$ cat config.mk
export PLATFORM = sky130hd
export DESIGN_NAME = ads1675_acq_ctrl_flat
export DESIGN_NICKNAME = d
export VERILOG_FILES = /design/src/rtl/ads1675_pkg.sv /design/src/rtl/ads1675_acq_ctrl_if.sv /design/src/rtl/ads1675_axis_pkt.sv /design/src/rtl/ads1675_acq_ctrl.sv /design/src/flat_wrapper.sv
export SDC_FILE = /design/constraint.sdc
export NUM_CORES = 1
export LEC_CHECK = 0
export ABC_AREA = 1
export CAP_MARGIN = 20
export CORE_MARGIN = 5
export CORE_UTILIZATION = 45
export DETAILED_ROUTE_END_ITERATION = 10
export PLACE_DENSITY = 0.76
export SYNTH_ARGS = -nofsm -noshare
export SYNTH_HDL_FRONTEND = slang
export SYNTH_SLANG_ARGS = --single-unit
$ cat constraint.sdc
create_clock -name sclk -period 1.5 [get_ports sclk]
set_clock_uncertainty 0.1 [all_clocks]
set_input_delay 0.3 -clock sclk [delete_from_list [all_inputs] [get_ports sclk]]
set_output_delay 0.3 -clock sclk [all_outputs]
set_load 0.01 [all_outputs]
$ cat src/rtl/ads1675_pkg.sv
// ads1675_pkg: shared types and constants for the ADS1675 acquisition controller.
//   acq_state_e : controller state encoding (IDLE, PWRUP, CFG, RUN, DRAIN)
//   LVDS_SEL / CLK_SEL_INT / LL_CFG_OFF : fixed ADS1675 strap-pin levels
//   cnt_w(n)    : register width needed to hold the values 0..n-1 (minimum 1)
package ads1675_pkg;

  typedef enum logic [2:0] {
    IDLE,
    PWRUP,
    CFG,
    RUN,
    DRAIN
  } acq_state_e;

  localparam logic LVDS_SEL    = 1'b1;
  localparam logic CLK_SEL_INT = 1'b1;
  localparam logic LL_CFG_OFF  = 1'b0;

  function automatic int unsigned cnt_w(input int unsigned n);
    return (n <= 2) ? 1 : $clog2(n);
  endfunction

endpackage

$ cat src/rtl/ads1675_acq_ctrl_if.sv
// ads1675_acq_ctrl_if: AXI4-Stream sample bus from the acquisition controller.
//   tvalid/tlast/tdata driven by the master, tready driven by the slave.
//   master modport : controller side; slave modport : DMA / sink side.
interface ads1675_acq_ctrl_if #(
  parameter int unsigned DW = 32
) ();

  logic                 tvalid;
  logic                 tready;
  logic                 tlast;
  logic signed [DW-1:0] tdata;

  modport master (output tvalid, output tlast, output tdata, input tready);
  modport slave  (input tvalid, input tlast, input tdata, output tready);

endinterface

$ cat src/rtl/ads1675_axis_pkt.sv
// ads1675_axis_pkt: single-entry AXIS output register with packet sample counter.
//   clk, rst_n : clock, asynchronous active-low reset
//   clr        : clears overflow flag and sample counter (held while controller idle)
//   load_en    : samples may be accepted this cycle
//   s_valid    : new-sample strobe, s_data : sample
//   m_axis     : AXIS master (tlast on every LAST-th loaded sample)
//   cnt_zero   : sample counter sits at a packet boundary
//   overflow   : sticky, a sample arrived while the register was full and stalled
module ads1675_axis_pkt
  import ads1675_pkg::*;
#(
  parameter int unsigned DW   = 32,
  parameter int unsigned LAST = 20000
) (
  input  logic                 clk,
  input  logic                 rst_n,
  input  logic                 clr,
  input  logic                 load_en,
  input  logic                 s_valid,
  input  logic signed [DW-1:0] s_data,
  ads1675_acq_ctrl_if.master   m_axis,
  output logic                 cnt_zero,
  output logic                 overflow
);

  localparam int unsigned CNT_W = cnt_w(LAST);

  logic                 tvalid_q;
  logic                 tlast_q;
  logic signed [DW-1:0] tdata_q;
  logic [CNT_W-1:0]     cnt_q;
  logic                 ovf_q;
  logic                 take;
  logic                 can_load;

  assign take     = load_en && s_valid;
  // A beat leaving this cycle frees the register, so accept+load has no bubble.
  assign can_load = !tvalid_q || m_axis.tready;

  always_ff @(posedge clk or negedge rst_n) begin
    if (!rst_n) begin
      tvalid_q <= 1'b0;
      tlast_q  <= 1'b0;
      tdata_q  <= '0;
      cnt_q    <= '0;
      ovf_q    <= 1'b0;
    end else begin
      if (take && can_load) begin
        tvalid_q <= 1'b1;
        tdata_q  <= s_data;
        tlast_q  <= (cnt_q == CNT_W'(LAST - 1));
        cnt_q    <= (cnt_q == CNT_W'(LAST - 1)) ? '0 : cnt_q + 1'b1;
      end else if (tvalid_q && m_axis.tready) begin
        tvalid_q <= 1'b0;
        tlast_q  <= 1'b0;
      end
      if (take && !can_load) begin
        ovf_q <= 1'b1;
      end
      if (clr) begin
        ovf_q <= 1'b0;
        cnt_q <= '0;
      end
    end
  end

  assign m_axis.tvalid = tvalid_q;
  assign m_axis.tlast  = tlast_q;
  assign m_axis.tdata  = tdata_q;
  assign cnt_zero      = (cnt_q == '0);
  assign overflow      = ovf_q;

endmodule

$ cat src/rtl/ads1675_acq_ctrl.sv
// ads1675_acq_ctrl: ADS1675 power-up / configuration / START sequencer that gates
// deserialised samples into a packetised AXI4-Stream.
//   sclk, rst_n        : clock, asynchronous active-low reset
//   external_en        : 1 = acquire, 0 = stop at next packet boundary
//   cfg_dr, cfg_fpath  : configuration latched when leaving IDLE
//   s_valid, s_data    : sample strobe and data from the LVDS receiver
//   dr, fpath, ll_cfg, lvds, clk_sel, cs_n, start, pown : ADS1675 pins
//   m_axis             : AXIS master (TLAST every LAST samples)
//   busy               : controller not idle
//   overflow           : sticky sample-drop flag, cleared in IDLE
// Build option: define ADS1675_DROP_EN to discard the first DROP_N samples after
// START (sinc filter settling).
module ads1675_acq_ctrl
  import ads1675_pkg::*;
#(
  parameter int unsigned DW        = 32,
  parameter int unsigned LAST      = 20000,
  parameter int unsigned PWRUP_CYC = 4096,
  parameter int unsigned CFG_CYC   = 64,
  parameter int unsigned DROP_N    = 16
) (
  input  logic                 sclk,
  input  logic                 rst_n,
  input  logic                 external_en,
  input  logic [2:0]           cfg_dr,
  input  logic                 cfg_fpath,
  input  logic                 s_valid,
  input  logic signed [DW-1:0] s_data,
  output logic [2:0]           dr,
  output logic                 fpath,
  output logic                 ll_cfg,
  output logic                 lvds,
  output logic                 clk_sel,
  output logic                 cs_n,
  output logic                 start,
  output logic                 pown,
  ads1675_acq_ctrl_if.master   m_axis,
  output logic                 busy,
  output logic                 overflow
);

`ifdef ADS1675_DROP_EN
  localparam bit DROP_EN = 1'b1;
`else
  localparam bit DROP_EN = 1'b0;
`endif
  localparam int unsigned DROP_LIM = DROP_EN ? DROP_N : 0;
  localparam int unsigned DROP_W   = cnt_w(DROP_LIM + 1);
  localparam int unsigned TMR_W    = cnt_w((PWRUP_CYC > CFG_CYC) ? PWRUP_CYC : CFG_CYC);

  acq_state_e        state_q;
  logic [TMR_W-1:0]  timer_q;
  logic [DROP_W-1:0] drop_q;
  logic              pown_q;
  logic              start_q;
  logic              cs_n_q;
  logic [2:0]        dr_q;
  logic              fpath_q;

  logic              cnt_zero;
  logic              drop_now;
  logic              load_en;
  logic              drain_done;
  logic              streaming;

  assign streaming = (state_q == RUN) || (state_q == DRAIN);
  assign drop_now  = streaming && s_valid && (drop_q != '0);
  // While draining, the counter returning to 0 means the tlast sample is already
  // loaded (or none of this packet was), so nothing further may enter.
  assign load_en   = !drop_now && ((state_q == RUN) || ((state_q == DRAIN) && !cnt_zero));
  assign drain_done = (m_axis.tvalid && m_axis.tlast && m_axis.tready) ||
                      (cnt_zero && !m_axis.tvalid);

  always_ff @(posedge sclk or negedge rst_n) begin
    if (!rst_n) begin
      state_q <= IDLE;
      timer_q <= '0;
      drop_q  <= '0;
      pown_q  <= 1'b0;
      start_q <= 1'b0;
      cs_n_q  <= 1'b1;
      dr_q    <= '0;
      fpath_q <= 1'b0;
    end else begin
      unique case (state_q)
        IDLE: begin
          if (external_en) begin
            state_q <= PWRUP;
            pown_q  <= 1'b1;
            dr_q    <= cfg_dr;
            fpath_q <= cfg_fpath;
            timer_q <= '0;
          end
        end
        PWRUP, CFG: begin
          if (!external_en) begin
            state_q <= IDLE;
            pown_q  <= 1'b0;
            cs_n_q  <= 1'b1;
            dr_q    <= '0;
            fpath_q <= 1'b0;
          end else if (state_q == PWRUP && timer_q == TMR_W'(PWRUP_CYC - 1)) begin
            state_q <= CFG;
            cs_n_q  <= 1'b0;
            timer_q <= '0;
          end else if (state_q == CFG && timer_q == TMR_W'(CFG_CYC - 1)) begin
            state_q <= RUN;
            start_q <= 1'b1;
            drop_q  <= DROP_W'(DROP_LIM);
          end else begin
            timer_q <= timer_q + 1'b1;
          end
        end
        RUN: begin
          if (drop_now) drop_q <= drop_q - 1'b1;
          if (!external_en) state_q <= DRAIN;
        end
        DRAIN: begin
          if (drop_now) drop_q <= drop_q - 1'b1;
          if (drain_done) begin
            state_q <= IDLE;
            start_q <= 1'b0;
            cs_n_q  <= 1'b1;
            pown_q  <= 1'b0;
          end
        end
        default: state_q <= IDLE;
      endcase
    end
  end

  ads1675_axis_pkt #(
    .DW   (DW),
    .LAST (LAST)
  ) u_pkt (
    .clk      (sclk),
    .rst_n    (rst_n),
    .clr      (state_q == IDLE),
    .load_en  (load_en),
    .s_valid  (s_valid),
    .s_data   (s_data),
    .m_axis   (m_axis),
    .cnt_zero (cnt_zero),
    .overflow (overflow)
  );

  assign dr      = dr_q;
  assign fpath   = fpath_q;
  assign ll_cfg  = LL_CFG_OFF;
  assign lvds    = LVDS_SEL;
  assign clk_sel = CLK_SEL_INT;
  assign cs_n    = cs_n_q;
  assign start   = start_q;
  assign pown    = pown_q;
  assign busy    = (state_q != IDLE);

endmodule

$ cat src/flat_wrapper.sv
// flat-port wrapper written by rule: the top's interface ports become plain ports
module ads1675_acq_ctrl_flat import ads1675_pkg::*;
#(
  parameter int unsigned DW        = 32,
  parameter int unsigned LAST      = 20000,
  parameter int unsigned PWRUP_CYC = 4096,
  parameter int unsigned CFG_CYC   = 64,
  parameter int unsigned DROP_N    = 16
)
  (sclk, rst_n, external_en, cfg_dr, cfg_fpath, s_valid, s_data, dr, fpath, ll_cfg, lvds, clk_sel, cs_n, start, pown, busy, overflow, m_axis_tvalid, m_axis_tlast, m_axis_tdata, m_axis_tready);
  ads1675_acq_ctrl_if #(.DW(DW)) m_axis_i ();
  input  logic sclk;
  input  logic rst_n;
  input  logic external_en;
  input  logic [2:0] cfg_dr;
  input  logic cfg_fpath;
  input  logic s_valid;
  input  logic signed [DW-1:0] s_data;
  output logic [2:0] dr;
  output logic fpath;
  output logic ll_cfg;
  output logic lvds;
  output logic clk_sel;
  output logic cs_n;
  output logic start;
  output logic pown;
  output logic busy;
  output logic overflow;
  output wire logic [$bits(m_axis_i.tvalid)-1:0] m_axis_tvalid;
  output wire logic [$bits(m_axis_i.tlast)-1:0] m_axis_tlast;
  output wire logic [$bits(m_axis_i.tdata)-1:0] m_axis_tdata;
  input wire logic [$bits(m_axis_i.tready)-1:0] m_axis_tready;
  assign m_axis_tvalid = m_axis_i.tvalid;
  assign m_axis_tlast = m_axis_i.tlast;
  assign m_axis_tdata = m_axis_i.tdata;
  assign m_axis_i.tready = m_axis_tready;
  ads1675_acq_ctrl #(.DW(DW), .LAST(LAST), .PWRUP_CYC(PWRUP_CYC), .CFG_CYC(CFG_CYC), .DROP_N(DROP_N)) u_core (.sclk(sclk), .rst_n(rst_n), .external_en(external_en), .cfg_dr(cfg_dr), .cfg_fpath(cfg_fpath), .s_valid(s_valid), .s_data(s_data), .dr(dr), .fpath(fpath), .ll_cfg(ll_cfg), .lvds(lvds), .clk_sel(clk_sel), .cs_n(cs_n), .start(start), .pown(pown), .m_axis(m_axis_i), .busy(busy), .overflow(overflow));
endmodule
# [Word-level counts from Yosys, hierarchy flattened]
# Index checks and enable logic that the tools add are counted.
[op_classes] addsub=3 reduce_logical=40 eq_ne=18 muxes=42
[ops] cell="two-way mux 12 bit" n=4
[ops] cell="two-way mux 15 bit" n=3
[ops] cell="two-way mux 3 bit" n=8
[ops] cell="case mux 12 bit (2 select lines)" n=1
[ops] cell="two-way mux 1 bit" n=19
[ops] cell="adder 15 x 1 -> 15 bit, second input constant" n=1
[ops] cell="== test 15 bit, second input constant" n=1
[ops] cell="logical NOT 15 bit" n=1
[ops] cell="logical AND 1 bit" n=13
[ops] cell="adder 12 x 1 -> 12 bit, second input constant" n=1
[ops] cell="== test 12 bit, second input constant" n=1
[ops] cell="== test 12 x 6 -> 1 bit, second input constant" n=1
[ops] cell="case mux 3 bit (4 select lines)" n=1
[ops] cell="AND reduction 4 bit" n=3
[ops] cell="nonzero test 2 bit" n=6
[ops] cell="!= test 2 bit, second input constant" n=5
[ops] cell="AND reduction 5 bit" n=2
[ops] cell="case mux 1 bit (2 select lines)" n=4
[ops] cell="== test 3 x 2 -> 1 bit, second input constant" n=2
[ops] cell="!= test 2 x 1 -> 1 bit, second input constant" n=3
[ops] cell="!= test 3 x 2 -> 1 bit, second input constant" n=2
[ops] cell="case mux 3 bit (2 select lines)" n=1
[ops] cell="AND reduction 3 bit" n=2
[ops] cell="nonzero test 3 bit" n=2
[ops] cell="other kinds (9)" n=16
[word_totals] out_inout_bits=46 ff_bits=73

# [Depth between registers and ports, before layout]
[logic_depth] depth_word=10 mapped_depth=14

# [Hierarchy]
# A second synthesis with hierarchy kept.
[hier_totals] cells_unflattened=514 hier_area_um2=3866.2
[by_module_without_submodules] mod="ads1675_axis_pkt" instances=1 cells_each=294 area_each_um2=2319.7
[by_module_without_submodules] mod="ads1675_acq_ctrl" instances=1 cells_each=220 area_each_um2=1546.5

# [Worst setup path after synthesis]
# OpenSTA, ideal clock, no wires.
[synth_path] path_type="flip-flop to flip-flop" start="register u_core.u_pkt.cnt_q[0]" end="register u_core.u_pkt.cnt_q[11]" stages_incl_launch_ff=15 n_path_buf=1 setup_ns=0.117 t_required_ns=1.283 path_slack_ns=-0.177 arrival_ns=1.460 cell_sequence="dfrtp_1 -> inv_1 -> ha_1 -> inv_1 -> nor2_1 -> nand2_1 -> nor2_1 -> nand3_1 -> nand2_2 -> inv_4 -> nand2_4 -> buf_6 -> nand2_4 -> nand2_1 -> nand2_1"
[synth_between] elab_chain_cells=8 elab_cells_between_ends=13 classes_between="add/sub (1); eq/ne (1); mux (3); reduce/logical (8)"
[synth_lines] item="start, declared" line_no="ads1675_axis_pkt.sv:31" source="logic [CNT_W-1:0] cnt_q;"
[synth_lines] item="start signal, assigned" line_no="ads1675_axis_pkt.sv:52" source="cnt_q <= (cnt_q == CNT_W'(LAST - 1)) ? '0 : cnt_q + 1'b1;"
[synth_lines] item="branches (longest 8 deep; another with adder 15 x 1 -> 15 bit)"
# Several ways; the timed one is not identified. The select of a mux whose other input is x is not followed.
# A chain may end at the register's enable or synchronous reset.

# [Worst setup path after layout]
[layout_path] start="register u_core.u_pkt.cnt_q[0]" end="register u_core.u_pkt.cnt_q[10]"
# Same word-level chain as after synthesis.

==> qor.csv <==
metric;value;unit
clkPwrFrac;0.194;
async_flop_share;1.00;
worstReg2RegStart;u_core.u_pkt.cnt_q[0];
p_int;0.00515;W
insertion_delay;0.36;ns
slowest_stage;dfrtp_1;
overflow;0;
clk_pin_slew;0.08;ns
clkSinkCount;73;
synth_xor_area_frac;0.0351;
setup_ws;-0.545;ns
max_stage_delay;0.41;ns
io_buffer_count;83;
finalInstanceArea;6250;um^2
finalHoldViolations;0;
synthTopCellsByCount;163 x nand2_1, 75 x nand3_1, 72 x dfrtp_1;
dpl.cell_count;732;
die-area;10200;um^2
io_pins;87;
dp.final_hpwl;7.79;mm
p_per_area;1390;nW/um^2
die_y;101;um
placementRows;33;
syn_area_per_cell;7.68;um^2
critPathLaunch;u_core.u_pkt.cnt_q[0];
synth-seq-cells;73;
synthMuxAreaShare;0;
fin_crit_sh;1.36;
crit_required;1.69;ns
num-fill-cells;501;
status;complete, but fails checks;
crit_type;reg -> reg;
syn_area;3750;um^2
remaining_drc_errors;0;
clockBufferDepth;2;
regToRegSetupSlack;-0.54;ns
vias;4320;
postSynthCellCount;488;
synth_top_family_by_area;simple AND/OR/NAND/NOR gates;
die_w;101;um
grt_pass1_wl;20.2;mm
grt_use_total;0.248;
maxCapViolCount;0;
avgRoutedWirePerCell;18.3;um
dr.pass1.iters;6;
hp-class;in -> async;
postPlaceCellArea;5270;um^2
nets;714;
synthAdderAreaFrac;0.0100;
p_sw_frac;0.408;
r2r-end;u_core.u_pkt.cnt_q[10];
antenna_found_initial;0;
period_minus_slack;2.04;ns
peakVddDrop;0.000732;V
ys_seq_area_frac;0.488;
post-place-ws;-0.324;ns
grt_pass1_vias;4283;
p_leak;3.28;nW
gp_congestion;0.884;
core_area;8180;um^2
worstPathCellList;inv_2 -> ha_1 -> inv_1 -> nor2_1 -> nand2_1 -> nor2_2 -> nand3_1 -> nand2_2 -> inv_8 -> nand2_8 -> clkbuf_16 -> nand3_1 -> nand2_1;
finalWirelength;14.3;mm
failed_checks;setup timing;
p_comb_frac;0.490;
area.sequential;1830;um^2
yosys-top-cells-area;dfrtp_1 48%, nand2_1 16%, nand3_1 10%;
p_switching;0.00355;W
crit_fanout;6;
yosysMostFrequentCell;nand2_1;
ctsHtreeMaxLevel;3;
yosysWarningCount;0;
synth-edff-count;0;
setup.worst_path.start_class;flop;
layout-area-overhead-vs-synth;67.0;%
initial_core_util;0.458;
drv_slew;0;
vias_per_cell;5.54;
synth_top_cell_by_area;dfrtp_1;
numCtsBuffers;9;
fmax;489;MHz
worstSetupEndpoint;u_core.u_pkt.cnt_q[10];
cts_root_buffer;clkbuf_8;
r2r.worst_path.cells;13;
synth_ff_type;dfrtp_1;
cp_data_arrival_time;2.24;ns
cts_tree;yes;
rsz0062_at_grt;true;
yosys.area.top_type_share;0.481;
drive_gt1_frac;0.317;
fin_util;0.765;
postRouteAntennaNets;0;
seq_power_share;0.316;
endpoint_kind;flop;
final_cells;780;
setup_viol;74;
ys_types;35;
multi_input_area;2090;um^2
grt_max_degree;44;
drt_iter0_markers;445;
n_antenna_cell;0;
synth_compound_area_frac;0.0478;
synth_simple_gate_area_frac;0.342;
==> area by class of cell <==
| class | count | share of cell area |
|---|---|---|
| Timing Repair Buffer | 186 | 0.286 |
| Clock buffer | 10 | 0.0220 |
| Inverter | 48 | 0.0318 |
| Tap cell | 105 | 0.0210 |
| Clock inverter | 6 | 0.0116 |
| Sequential cell | 73 | 0.293 |
| Multi-Input combinational cell | 352 | 0.335 |
==> layer usage <==
metal / global-route usage / vias up / part of all wire
li1: - / 1924 / -
met3: 0.0613 / 75 / 0.079
met1: 0.294 / 2071 / 0.36
met2: 0.429 / 250 / 0.50
met4: 0.103 / 0 / 0.053
met5: 0 / - / 0
==> how the worst min path moves through the flow <==
stage,endpoint,depth (start not counted)
after floorplan,u_core.dr[0],0
after global placement,u_core.timer_q[9],1
after detailed placement,u_core.timer_q[9],1
after CTS,u_core.timer_q[9],2
after global routing,u_core.timer_q[9],2
final,u_core.timer_q[9],2
==> through the flow <==
stage | hold WS [ns] | setup TNS (ns) | power [W]
after CTS | 0.179 | -11.37 | 0.00783
after floorplan | -0.0956 | -5.73 | 0.00409
after global routing | 0.193 | -31.75 | 0.00906
after global placement | 0.00989 | -17.42 | 0.00567
after detailed placement | 0.00773 | -18.77 | 0.00577
final | 0.180 | -26.67 | 0.00869
==> logic make-up after synthesis <==
kind of cell               count (synthesis)
buffers and inverters                     66
DFF                                       73
and+or+nand+nor                          297
adders and majority gates                  3
xor gates and xnor gates                  15
other                                      2
AOI/OAI and AO/OA                         32
==> critical path, delay by kind of cell (launching register included) <==
kind	cells	cell delay [ns]
flip-flops	1	0.41
adder cells (fa/ha/maj)	1	0.18
buffers and inverters	4	0.38
AND/OR/NAND/NOR	8	0.91
==> power groups by stage <==
| stage | logic, W | clock network, W | registers [W] |
|---|---|---|---|
| after global routing | 0.00450 | 0.00178 | 0.00279 |
| after global placement | 0.00294 | 0 | 0.00273 |
| after CTS | 0.00345 | 0.00167 | 0.00271 |
| after floorplan | 0.00122 | 0 | 0.00287 |
| final | 0.00426 | 0.00169 | 0.00275 |
| after detailed placement | 0.00303 | 0 | 0.00273 |
==> state kept, by name, summed over array words and instances (netlist names), 3 cells and up <==
register and count:
u_core.dr 3, u_core.u_pkt.m_axis.tdata 32, u_core.u_pkt.cnt_q 15, u_core.state_q 3
u_core.timer_q 12
==> cell usage in the layout, fill, tap and decap left out, types with 3 or more instances in the layout <==
cell type / n
nand3_1: 60
nand2_8: 5
clkdlybuf4s50_1: 39
inv_4: 4
clkbuf_16: 3
nand2_2: 24
o21ai_1: 11
dfrtp_1: 70
nor2_2: 4
nand2_1: 132
nand4_1: 8
buf_12: 7
dlygate4sd2_1: 40
inv_1: 38
a21oi_2: 3
nand3_2: 10
inv_2: 4
inv_6: 4
nand2_4: 6
o21ai_2: 5
buf_4: 71
nor2_4: 8
xor2_1: 13
clkbuf_8: 10
nand3_4: 6
a21oi_4: 3
nor3_1: 4
nor2_1: 29
conb_1: 3
buf_6: 22
==> repair_timing <==
action | CTS | global route
gates resized for setup | 133 | 57
pin swaps | 28 | 21
gates cloned | 3 | 3
buffers inserted | 18 | 7
endpoints found under the hold margin | 72 | 0
endpoints found under the setup margin | 114 | 75
hold buffers | 1 | 0
No activity file was read; power rests on OpenSTA's default activity.
